$ cat config.mk
export PLATFORM = sky130hd
export DESIGN_NAME = arb_mux
export DESIGN_NICKNAME = d
export VERILOG_FILES = /design/src/rtl/arb_mux.sv
export SDC_FILE = /design/constraint.sdc
export NUM_CORES = 1
export LEC_CHECK = 0
export CORE_MARGIN = 2
export CORE_UTILIZATION = 38
export DETAILED_ROUTE_END_ITERATION = 8
export GPL_TIMING_DRIVEN = 0
export PLACE_DENSITY = 0.82
export SKIP_CTS_REPAIR_TIMING = 1
export SLEW_MARGIN = 20
export SYNTH_ARGS = -nofsm -noshare
export SYNTH_HDL_FRONTEND = slang
export SYNTH_SLANG_ARGS = --single-unit
$ cat constraint.sdc
create_clock -name clk -period 2.5 [get_ports clk]
set_input_delay 0.625 -clock clk [delete_from_list [all_inputs] [get_ports clk]]
set_output_delay 0.625 -clock clk [all_outputs]
set_load 0.005 [all_outputs]
$ cat src/rtl/arb_mux.sv
// N-channel arbitrating mux with a registered valid/ready output stage.
// Round-robin (MODE 0) or fixed lowest-index priority (MODE 1).

module arb_mux_lane #(
  parameter int SELW = 2,
  parameter int ID   = 0
) (
  input  logic            found,
  input  logic [SELW-1:0] gnt_idx,
  input  logic            accept,
  output logic            ready
);
  assign ready = found & accept & (gnt_idx == SELW'(ID));
endmodule

module arb_mux #(
  parameter int B    = 32,
  parameter int N    = 4,
  parameter int MODE = 0
) (
  input  logic                                  clk,
  input  logic                                  reset,
  input  logic                                  flush,
  input  logic [N-1:0]                          in_valid,
  input  logic [N*B-1:0]                        in_data,
  output logic [N-1:0]                          in_ready,
  output logic                                  out_valid,
  output logic [B-1:0]                          out_data,
  output logic [((N > 1) ? $clog2(N) : 1)-1:0]  out_sel,
  input  logic                                  out_ready
);
  localparam int SELW = (N > 1) ? $clog2(N) : 1;

  logic [N-1:0][B-1:0] din;
  logic [SELW-1:0]     ptr;
  logic [SELW-1:0]     gnt_idx;
  logic [SELW:0]       idx;
  logic                found;
  logic                load_en;
  logic                accept;
  logic                xfer;

  assign din     = in_data;
  assign load_en = !out_valid | out_ready;
  // reset gates accept so no channel is consumed while in reset
  assign accept  = load_en & !flush & reset;
  assign xfer    = found & accept;

  // Search from ptr upward with explicit wrap; in MODE 1 ptr stays 0,
  // which turns the same search into lowest-index priority.
  always_comb begin
    found   = 1'b0;
    gnt_idx = '0;
    idx     = '0;
    for (int k = 0; k < N; k++) begin
      idx = {1'b0, ptr} + (SELW+1)'(k);
      if (idx >= (SELW+1)'(N)) idx = idx - (SELW+1)'(N);
      if (!found && in_valid[idx[SELW-1:0]]) begin
        found   = 1'b1;
        gnt_idx = idx[SELW-1:0];
      end
    end
  end

  for (genvar i = 0; i < N; i++) begin : g_lane
    arb_mux_lane #(.SELW(SELW), .ID(i)) u_lane (
      .found   (found),
      .gnt_idx (gnt_idx),
      .accept  (accept),
      .ready   (in_ready[i])
    );
  end

  always_ff @(posedge clk) begin
    if (!reset) begin
      out_valid <= 1'b0;
      out_data  <= '0;
      out_sel   <= '0;
      ptr       <= '0;
    end else if (flush) begin
      out_valid <= 1'b0;
    end else if (xfer) begin
      out_valid <= 1'b1;
      out_data  <= din[gnt_idx];
      out_sel   <= gnt_idx;
      if (MODE == 0)
        ptr <= (gnt_idx == SELW'(N-1)) ? '0 : gnt_idx + SELW'(1);
    end else if (out_ready) begin
      out_valid <= 1'b0;
    end
  end
endmodule

Word-level counts from Yosys, hierarchy flattened. Index checks and enable logic that the tools add are counted.

$add $sub $neg: 8. Magnitude comparators: 9. Equality and inequality tests: 3. Muxes and demuxes: 25. Bitwise operators: 10. Reduce and logical (&&, ||, !) cells: 12.

Operator list (number): $bmux 32 s2 (1); $mux 32 (1); $mux 2 (9); $lt 2x3->1 const B (5); $mux 1 (10); $ge 3x3->1 const B (3); $bmux 1 s2 (4); $sub 2x1->2 const B (4); $and 1x1->1 (7); $add 2x2->3 const B (2); $logic_not 1->1 (5); $eq 2x2->1 const B (2); $add 2x1->3 const B (1); $ge 2x3->1 const B (1); $logic_and 1x1->1 (3); $add 2x1->2 const B (1); $eq 2x1->1 const B (1); $logic_not 2->1 (1); $not 1->1 (2); $reduce_and 2->1 (1); $reduce_bool 2->1 (1); $reduce_or 2->1 (1); $or 1x1->1 (1).

Register bits after elaboration: 37. Input bits: 136. Output and inout port bits: 39. Word-level logic and storage cells: 71.

Logic depth before layout (Yosys ltp). Gate-level depths: netlist of run 1.

Depth after elaboration: 16. Depth in mapped cells: 9. Mapped depth without buffers: 7.

By module. From an unflattened synthesis of run 1, not the netlist that was laid out.

Cells, all modules: 297. Area total of the unflattened synthesis: 2538.7 µm².

Modules (own cells, without submodules): arb_mux (times used 1, cells an instance 293, area an instance 2497.4 µm², sequential area each 740.7 µm²); arb_mux_lane (g_lane[1].u_lane ...) (times used 2, cells an instance 1, area an instance 10.0 µm², sequential area each 0.0 µm²); arb_mux_lane (g_lane[0].u_lane) (times used 1, cells an instance 1, area an instance 12.5 µm², sequential area each 0.0 µm²); arb_mux_lane (g_lane[3].u_lane) (times used 1, cells an instance 1, area an instance 8.8 µm², sequential area each 0.0 µm²).

Least setup slack after synthesis of run 1. Ideal clock, no wire load.

Path type: in2out. Start: in in_valid[0]. End: out in_ready[1]. Data arrival time: 1740 ps. Data required time: 1875 ps. Path slack: 135 ps. Stages: 9. Buffers on the path: 3. Cells stage by stage: mux2_4 nand2_2 nand3_4 buf_12 buf_12 inv_2 ha_1 and2_1 buf_4.

Word-level cells in the longest chain between the ends: 14. Elaborated cells on any way between the ends: 25. Classes of those cells: eq/ne (1); mux (16); bitwise (2); reduce/logical (6).

Ends and longest elaborated chain: start: declaration (line 24) `input logic [N-1:0] in_valid,`; $bmux 1 s2 (line 58) `if (!found && in_valid[idx[SELW-1:0]]) begin`; $mux 1 (not written as such) (line 58); $mux 1 (line 58); $logic_not 1->1 (line 58); $logic_and 1x1->1 (line 58); $mux 1 (line 58); $logic_not 1->1 (line 58); $logic_and 1x1->1 (line 58); $mux 1 (line 58); $logic_not 1->1 (line 58); $logic_and 1x1->1 (line 58); $mux 2 / $mux 1 (equally long branches) (line 58); $eq 2x1->1 / $and 1x1->1 (equally long branches) (line 13) `assign ready = found & accept & (gnt_idx == SELW'(ID));`; $and 1x1->1 (*) (line 13); end: declaration (line 26) `output logic [N-1:0] in_ready,`.

Every way passes the cells marked *; elsewhere a longest branch is shown, timed or not. The select of a mux whose other input is x is not followed.

Worst setup path after layout of run 1. Same ends and word-level chain as after synthesis.

==> metrics.md, run 1 <==
| Metric | Value |
|---|---|
| Register area | 744 µm² |
| Mux contribution to synthesized area | 11.9% |
| Commonest register cell after synthesis | dfxtp_1 |
| Peak VDD IR | 0.000228 V |
| Largest net degree at the start of global routing | 12 |
| Core Rows | 31 |
| H-tree depth | 2 |
| Top-count cell post-synth | dfxtp_1 |
| Antenna Cells | 0 |
| Clock buffer count from CTS | 5 |
| Largest family of logic cells by synthesized area | compound AO/OA/AOI/OAI gates |
| DRT iter0 DRCs | 69 |
| Synthesized Nets | 405 |
| Worst EP arrival | 1860 ps |
| Post-synthesis adder-cell area fraction | 0.442% |
| Final RePlAce weighted congestion | 0.802 |
| Fillcell total | 561 |
| CTS tree | yes |
| Clock buffer depth | 2 |
| Clk_skew | 5.80 ps |
| Area of placed instances | 4680 µm² |
| Synth Area in XOR/XNOR | 0% |
| Global Route met1 Usage | 27.1% |
| Final min period | 2480 ps |
| CP max-delay cell | or2_4 |
| Worst EP required | 1880 ps |
| Worst hold slack | 478 ps |
| Worst hold path type | register to register |
| Routed wire per std cell | 17.6 µm |
| Area leader, netlist | dfxtp_1 |
| CP max stage delay | 270 ps |
| Status | completed |
| Area of the multi-input gates | 1870 µm² |
| Fin. max-slew vios | 0 |
| Ports | 175 |
| Buf+Inv Stages, Crit Path | 5 |
| Gr busiest metal | met2 |
| Synth top cells by count | dfxtp_1, and2_1, o21ai_0 |
| Met2 usage | 40.6% |
| Syn-to-layout area delta | 81.0% |
| Leak | 2.08 nW |
| Initial Util | 39.2% |
| CP Cell Sequence | buf_4 -> nand2_2 -> or2_4 -> nand3_4 -> buf_12 -> clkinv_8 -> ha_2 -> and2_1 -> buf_4 -> clkbuf_2 |
| Total grt overflow | 0 |
| Worst-Margin Slew | 427 ps |
| Cell family with most CP delay | simple AND/OR/NAND/NOR gates |
| Placeable Area | 7210 µm² |
| Final hold viol count | 0 |
| Top post-synthesis cells by area | dfxtp_1, a221oi_2, a211oi_2 |
| Power Total | 1.99 mW |
| Num Clock Sinks | 37 |
| Syn Area/Cell | 10.6 µm² |
| Vias in the first global route | 2995 |
| Antenna violations before repair | 0 |
| Number of synthesized flops with an enable pin | 0 |
| Most common cell on crit path | buf_4 |
| Clk pin slew, worst setup/hold paths | 80 ps |
| Area share of the largest cell type after synthesis | 26.2% |
| Final worst-path cycle share | 99.3% |
| Via density | 5.24 |
| Crit start category | input pin |
| Fin nets | 619 |
| Share of layout cells above drive strength 1 | 31.7% |
| Synth Area in Compound Gates | 38.5% |
| I/O Buffers | 173 |
| Root buffer cell | clkbuf_8 |
| Routed Antenna Nets | 0 |
| Fmax | 403 MHz |
| Post-DP HPWL | 7.38 mm |
| Pwr dens | 388 nW/µm² |
| Die width | 90.3 µm |
| Seq cells post-synth | 37 |
| Slew HR | 71.5% |
| DRC viols | 0 |
| First-pass GRT wire length | 15.1 mm |
| Max Fanout on Critical Path | 5 |
| Distinct cells, synth | 36 |
| Fraction of registers with async set/reset | 0% |
| Worst skew pair latency | 300 ps |
| Routing usage on met3 | 6.43% |
| Die boundary height | 90.3 µm |
| Overall routed net length | 10.2 mm |
| Nature of the critical path endpoint | primary output |
| Post-Syn Area | 2830 µm² |
| Kind of critical path | input pin to primary output |
| Endpoints failing setup | 0 |
| Simple-gate area share of the yosys netlist | 13.0% |
| Via count | 3052 |
| DRT Pass-1 Iters | 4 |
| Maximum capacitance violations | 0 |
| Design area | 5120 µm² |
| Gr usage total | 22.8% |
| Sequential share of the synthesized area | 26.2% |
| Die footprint | 8150 µm² |
| Mapped Cells | 268 |
| Ys Warns | 0 |
[where the power goes]
group | internal (mW) | switching [mW] | leakage, nW
clock | 0.250 | 0.227 | 0.0542
sequential | 0.634 | 0.0245 | 0.305
combinational | 0.501 | 0.351 | 1.72
total | 1.38 | 0.602 | 2.08
[path summary, 6_finish.rpt]
check / from / to / slack [ps] / depth (start not counted)
worst max-delay path: in_valid[0] / in_ready[1] / 20 / 10
worst min-delay path: out_sel[0]$_SDFFE_PN0P_ / out_sel[0]$_SDFFE_PN0P_ / 480 / 2
worst max register to register: ptr[1]$_SDFFE_PN0P_ / out_data[5]$_SDFFE_PN0P_ / 550 / 9
worst min register to register: out_sel[0]$_SDFFE_PN0P_ / out_sel[0]$_SDFFE_PN0P_ / 480 / 2
[area by class of cell]
cell class              instances  area share [%]
flip-flops and latches         37            14.5
clock inverters                 1          0.0977
inverters                       3           0.464
repair buffers                210            39.0
well taps                      99            2.42
clock buffers                   7            1.88
multi-input cells             196            36.6
plain buffers                  29            5.01
[metal layers]
metal	part of all wire (%)	wire length [µm]
met1	41	4160
met2	51	5170
met3	7.2	732
met4	1.4	148
met5	0	0
[state kept, by name (all words and copies together), names as in the netlist]
| signal | flops |
|---|---|
| out_data | 32 |
| out_sel | 2 |
| ptr | 2 |
| out_valid | 1 |
[cell families after synthesis]
group | Yosys count
adder cells (fa/ha/maj) | 1
buffers and inverters | 35
flip-flops | 37
AND/OR/NAND/NOR | 57
multiplexers | 33
AO/OA/AOI/OAI | 105
[worst min-delay path: cells and delay by family, from the launching register on]
family	cells	cell delay [ps]
compound gates	1	60
flops	1	320
simple gates	1	50
[per-stage QoR]
step	setup TNS (ps)	setup WS, ps	util (%)	cells
final	0	18.2	71.0	582
after global routing	-56.8	-56.8	71.0	582
after CTS	-3950	-1020	66.3	548
after detailed placement	-5940	-1010	64.9	540
after global placement	-4840	-984	64.9	540
after floorplan	0	135	-	268
[cells in the final DEF, fill, tap and decap left out, types with 4 or more instances in the layout]
cell type	netlist	final
a211oi_2	30	30
a221oi_2	31	31
and2_1	35	35
buf_4	8	45
buf_6	6	8
clkbuf_1	8	8
clkbuf_2	0	4
clkbuf_8	0	7
clkdlybuf4s50_1	0	163
dfxtp_1	37	36
dlymetal6s2s_1	0	4
mux2i_1	32	32
o21ai_0	33	33
No activity file was read; power rests on OpenSTA's default activity.
==> inputs of run 2 (changes only) <==
- CORE_UTILIZATION: 38 -> 34
- PLACE_DENSITY: 0.82 -> 0.78
- clock period: 2.5 -> 2.18 ns (I/O delays scaled with it)
==> metrics.md, run 2 (synthesis gave the netlist of run 1 again) <==
| Metric | Value |
|---|---|
| Gr usage total | 20.5% (-2.3 points) |
| Antenna violations before repair | 0 (unchanged) |
| Via count | 2954 (-3.2%) |
| Int Power | 1.54 mW (+11%) |
| H-tree depth | 2 (unchanged) |
| Largest register FFs | 32 (unchanged) |
| Crit start category | input pin |
| Peak VDD IR | 0.000286 V (+25%) |
| Die boundary height | 95.2 µm (+5.5%) |
| Reg power frac | 34.1% (+0.9 points) |
| I/O Buffers | 173 (unchanged) |
| Leak | 2.01 nW (-3.2%) |
| Root buffer cell | clkbuf_8 |
| Status | complete, but fails checks |
| Final worst-path cycle share | 105% |
| Most common cell after layout, fill and taps aside | clkdlybuf4s50_1 |
| Antenna Cells | 0 (unchanged) |
| Min-delay src | out_sel[0]$_SDFFE_PN0P_ |
| Clock buffer depth | 2 (unchanged) |
| Routed wire per std cell | 17.4 µm (-1.1%) |
| Endpoints failing setup | 3 (+3) |
| Worst EP required | 1630 ps (-250 ps) |
| Fin worst setup slack | -98.7 ps (-117 ps) |
| Worst skew pair latency | 290 ps (about the same) |
| Ports | 175 (unchanged) |
| RR Startpoint | ptr[1]$_SDFFE_PN0P_ |
| Initial Util | 34.8% (-4.4 points) |
| Clock buffer count from CTS | 5 (unchanged) |
| DRT Pass-1 Iters | 4 (unchanged) |
| First-pass GRT wire length | 14.4 mm (-5.0%) |
| Maximum capacitance violations | 0 (unchanged) |
| Final min period | 2280 ps |
| Comb pwr share | 43.4% (+0.6 points) |
| Die footprint | 9070 µm² (+11%) |
| Worst-Margin Slew | 466 ps (+38.8 ps) |
| Worst hold slack | 463 ps (-14.9 ps) |
| Overall routed net length | 9.95 mm (-2.6%) |
| Kind of critical path | input pin to primary output |
| Routed Antenna Nets | 0 (unchanged) |
| Placeable Area | 8130 µm² (+13%) |
| DP Worst Slack | -1210 ps (-198 ps) |
| Fillcell total | 702 (+25%) |
| Final RePlAce weighted congestion | 0.790 (-1.4%) |
| Clk_skew | 6.54 ps (+0.746 ps) |
| DRC viols | 0 (unchanged) |
| Fin nets | 605 (-2.3%) |
| Slew HR | 68.9% (-2.6 points) |
| Total grt overflow | 0 (unchanged) |
| DRT iter0 DRCs | 63 (-8.7%) |
| Worst hold path type | register to register |
| RSZ-0062 raised after global routing | true |
| Via density | 5.16 (-1.7%) |
| Share of layout cells above drive strength 1 | 30.6% (-1.1 points) |
| Switch share | 30.4% (+0.048 points) |
| Fin. max-slew vios | 0 (unchanged) |
| Largest net degree at the start of global routing | 11 (-1) |
| Final hold viol count | 0 (unchanged) |
| Die width | 95.2 µm (+5.5%) |
| Commonest non-fill, non-tap cells in the layout | clkdlybuf4s50_1, dfxtp_1, and2_1, o21ai_0, mux2i_1 |
| Vias in the first global route | 2934 (-2.0%) |
| Num Clock Sinks | 37 (unchanged) |
| Reg with most FFs | out_data |
| P_sw | 0.673 mW (+12%) |
| CTS tree | yes |
| Pwr dens | 436 nW/µm² (+12%) |
| CP startpoint | in_valid[2] |
| Core Rows | 33 (+6.5%) |
| Clk pin slew, worst setup/hold paths | 70 ps (about the same) |
| Fmax | 439 MHz |
| Max Fanout on Critical Path | 8 (+3) |
| Clock network fraction of total power | 22.5% (-1.5 points) |
| Biggest regs | out_data x32, out_sel x2, ptr x2 |
| Worst EP arrival | 1730 ps (-130 ps) |
| Nature of the critical path endpoint | primary output |
| Syn-to-layout area delta | 79.5% |
| Failing checks | negative setup slack |
| Post-DP HPWL | 7.34 mm (-0.57%) |
## run 2: stage by stage
| stage | std cells | utilization, % | TNS (ps) | total power, mW | area [µm²] |
|---|---|---|---|---|---|
| global route | 573 | 62.4 | -334 | 2.34 | 5080 |
| floorplan | 268 | - | -0.389 | 1.22 | 2860 |
| global placement | 546 | 58.1 | -16350 | 1.65 | 4720 |
| CTS | 553 | 59.1 | -6690 | 2.17 | 4810 |
| finish | 573 | 62.4 | -212 | 2.22 | 5080 |
| detailed placement | 546 | 58.1 | -16790 | 1.67 | 4720 |
## run 2: worst paths after layout
kind                                     to  slack, ps  cells past startpoint
setup / recovery                in_ready[1]       -100                      8
hold / removal      out_sel[0]$_SDFFE_PN0P_        460                      2
setup reg to reg  out_data[13]$_SDFFE_PN0P_        220                      9
hold reg to reg     out_sel[0]$_SDFFE_PN0P_        460                      2
## run 2: layout make-up
cell class | instances | area [µm²] | area share, %
Multi-Input combinational cell | 196 | 1920 | 37.8
Timing Repair Buffer | 197 | 1910 | 37.6
Sequential cell | 37 | 744 | 14.7
Buffer | 28 | 259 | 5.10
Tap cell | 105 | 131 | 2.59
Clock buffer | 7 | 86.3 | 1.70
Inverter | 3 | 23.8 | 0.468
## run 2: critical path: stages
cell,delay [ps]
buf_12,110
nor4_4,380
nor3_4,70
buf_6,140
buf_8,130
buf_8,120
and2_4,130
buf_6,110
## run 2: routing by layer
layer | vias to the layer above | wire length, µm | track usage (%)
li1 | 1432 | - | -
met1 | 1406 | 4030 | 23.9
met2 | 110 | 5110 | 38.0
met3 | 6 | 723 | 4.90
met4 | 0 | 81 | 3.86
met5 | - | 0 | 0
## run 2: power groups by stage
stage | sequential [mW] | combinational, mW | clock (mW)
after global routing | 0.762 | 1.03 | 0.544
after floorplan | 0.771 | 0.449 | 0
final | 0.756 | 0.963 | 0.498
after detailed placement | 0.770 | 0.898 | 0
after CTS | 0.755 | 0.902 | 0.515
after global placement | 0.769 | 0.886 | 0
==> inputs of run 3 (changes only) <==
- MAX_ROUTING_LAYER: unset -> met4
- PLACE_DENSITY: 0.78 -> 0.8
==> metrics.md, run 3 (synthesis gave the netlist of run 1 again) <==
| Metric | Value |
|---|---|
| Setup tns final | -267 ps (-55.8 ps) |
| Final worst-path cycle share | 105% (+0.71 points) |
| DP Worst Slack | -1220 ps (-6.93 ps) |
| Finished Core Util | 61.7% (-0.74 points) |
| CTS tree | yes |
| Pwr dens | 438 nW/µm² (+0.41%) |
| Int Power | 1.53 mW (-0.77%) |
| Antenna Cells | 0 (unchanged) |
| Routed Antenna Nets | 0 (unchanged) |
| Fin nets | 601 (-0.66%) |
| Placeable Area | 8130 µm² (unchanged) |
| Maximum capacitance violations | 0 (unchanged) |
| RSZ-0062 raised after global routing | true |
| Syn-to-layout area delta | 77.4% |
| Fin worst setup slack | -114 ps (-15.6 ps) |
| I/O Buffers | 173 (unchanged) |
| DRC viols | 0 (unchanged) |
| Fmax | 436 MHz (-0.68%) |
| First-pass GRT wire length | 14.4 mm (+0.38%) |
| Num Clock Sinks | 37 (unchanged) |
| Die footprint | 9070 µm² (unchanged) |
| Final min period | 2290 ps (+15.6 ps) |
| Via density | 5.18 (+0.43%) |
| Max Fanout on Critical Path | 7 (-1) |
| Nature of the critical path endpoint | primary output |
| Reg power frac | 34.4% (+0.3 points) |
| Endpoints failing setup | 3 (unchanged) |
| Via count | 2946 (-0.27%) |
| Crit start category | input pin |
| Most common cell after layout, fill and taps aside | clkdlybuf4s50_1 |
| Worst-Margin Slew | 433 ps (-33.1 ps) |
| P_sw | 0.668 mW (-0.79%) |
| Vias in the first global route | 2842 (-3.1%) |
| Biggest regs | out_data x32, out_sel x2, ptr x2 |
| Leak | 1.98 nW (-1.3%) |
| Overall routed net length | 9.95 mm (about the same) |
| Final hold viol count | 0 (unchanged) |
| Routed wire per std cell | 17.5 µm (+0.73%) |
| Worst skew pair latency | 280 ps (about the same) |
| Worst hold slack | 464 ps (+0.390 ps) |
| Final RePlAce weighted congestion | 0.803 (+1.6%) |
| Peak VDD IR | 0.000196 V (-31%) |
| Share of layout cells above drive strength 1 | 29.3% (-1.2 points) |
| Clk pin slew, worst setup/hold paths | 80 ps (about the same) |
| Slew HR | 71.1% (+2.2 points) |
| Clock buffer count from CTS | 5 (unchanged) |
| Clk_skew | 4.76 ps (-1.78 ps) |
| Ports | 175 (unchanged) |
| Initial Util | 34.8% (unchanged) |
| Largest register FFs | 32 (unchanged) |
| Die boundary height | 95.2 µm (unchanged) |
| Worst hold path type | register to register |
| Root buffer cell | clkbuf_8 |
| Commonest non-fill, non-tap cells in the layout | clkdlybuf4s50_1, dfxtp_1, and2_1, o21ai_0, mux2i_1 |
| Core Rows | 33 (unchanged) |
| Worst EP required | 1630 ps (about the same) |
| Largest net degree at the start of global routing | 11 (unchanged) |
| H-tree depth | 2 (unchanged) |
| Worst EP arrival | 1750 ps (+20 ps) |
| Die width | 95.2 µm (unchanged) |
| Reg with most FFs | out_data |
| Fin. max-slew vios | 0 (unchanged) |
| Fillcell total | 722 (+2.8%) |
| Failing checks | negative setup slack |
| DRT Pass-1 Iters | 4 (unchanged) |
| Placed Cells incl. Taps | 546 (unchanged) |
| Area of placed instances | 4720 µm² (unchanged) |
| Gr usage total | 20.9% (+0.47 points) |
| Post-DP HPWL | 7.52 mm (+2.5%) |
| Total grt overflow | 0 (unchanged) |
| Fin cells | 569 (-0.70%) |
| Design area | 5020 µm² (-1.2%) |
| Clock buffer depth | 2 (unchanged) |
| Kind of critical path | input pin to primary output |
| Comb pwr share | 43.1% (-0.3 points) |
| Clock network fraction of total power | 22.5% (about the same) |
| DRT iter0 DRCs | 38 (-40%) |
| Switch share | 30.4% (about the same) |
| Power Total | 2.20 mW (-0.77%) |
| Antenna violations before repair | 0 (unchanged) |
| Status | complete, but fails checks |
## run 3: cell type report
cell class / instances / area [µm²] / share of cell area [%]
Tap cell: 105 / 131 / 2.62
Inverter: 3 / 23.8 / 0.474
Buffer: 28 / 259 / 5.16
Sequential cell: 37 / 744 / 14.8
Clock buffer: 7 / 86.3 / 1.72
Multi-Input combinational cell: 196 / 1900 / 37.9
Timing Repair Buffer: 193 / 1870 / 37.3
## run 3: power by group through the flow
stage	combinational, mW	clock [mW]	sequential, mW
after floorplan	0.449	0	0.771
after global placement	0.886	0	0.767
after detailed placement	0.901	0	0.770
after CTS	0.903	0.512	0.755
after global routing	1.01	0.537	0.761
final	0.948	0.495	0.756
## run 3: final timing paths
check | from | endpoint | slack [ps] | cells past startpoint
setup / recovery | in_valid[2] | in_ready[1] | -110 | 8
hold / removal | out_sel[0]$_SDFFE_PN0P_ | out_sel[0]$_SDFFE_PN0P_ | 460 | 2
setup reg to reg | ptr[1]$_SDFFE_PN0P_ | out_data[22]$_SDFFE_PN0P_ | 330 | 8
hold reg to reg | out_sel[0]$_SDFFE_PN0P_ | out_sel[0]$_SDFFE_PN0P_ | 460 | 2
## run 3: routing by layer
metal	track usage, %	routed length [µm]	vias to the layer above
met5	-	0	-
met4	2.78	23	0
met3	3.64	710	2
met2	38.0	5110	99
met1	24.7	4100	1429
li1	-	-	1416
## run 3: critical path, cell delays in order
cell and delay, ps:
buf_8 110, nor4_4 380, nor3_4 90, buf_6 140, buf_6 130, buf_8 130
and2_4 130, buf_6 110
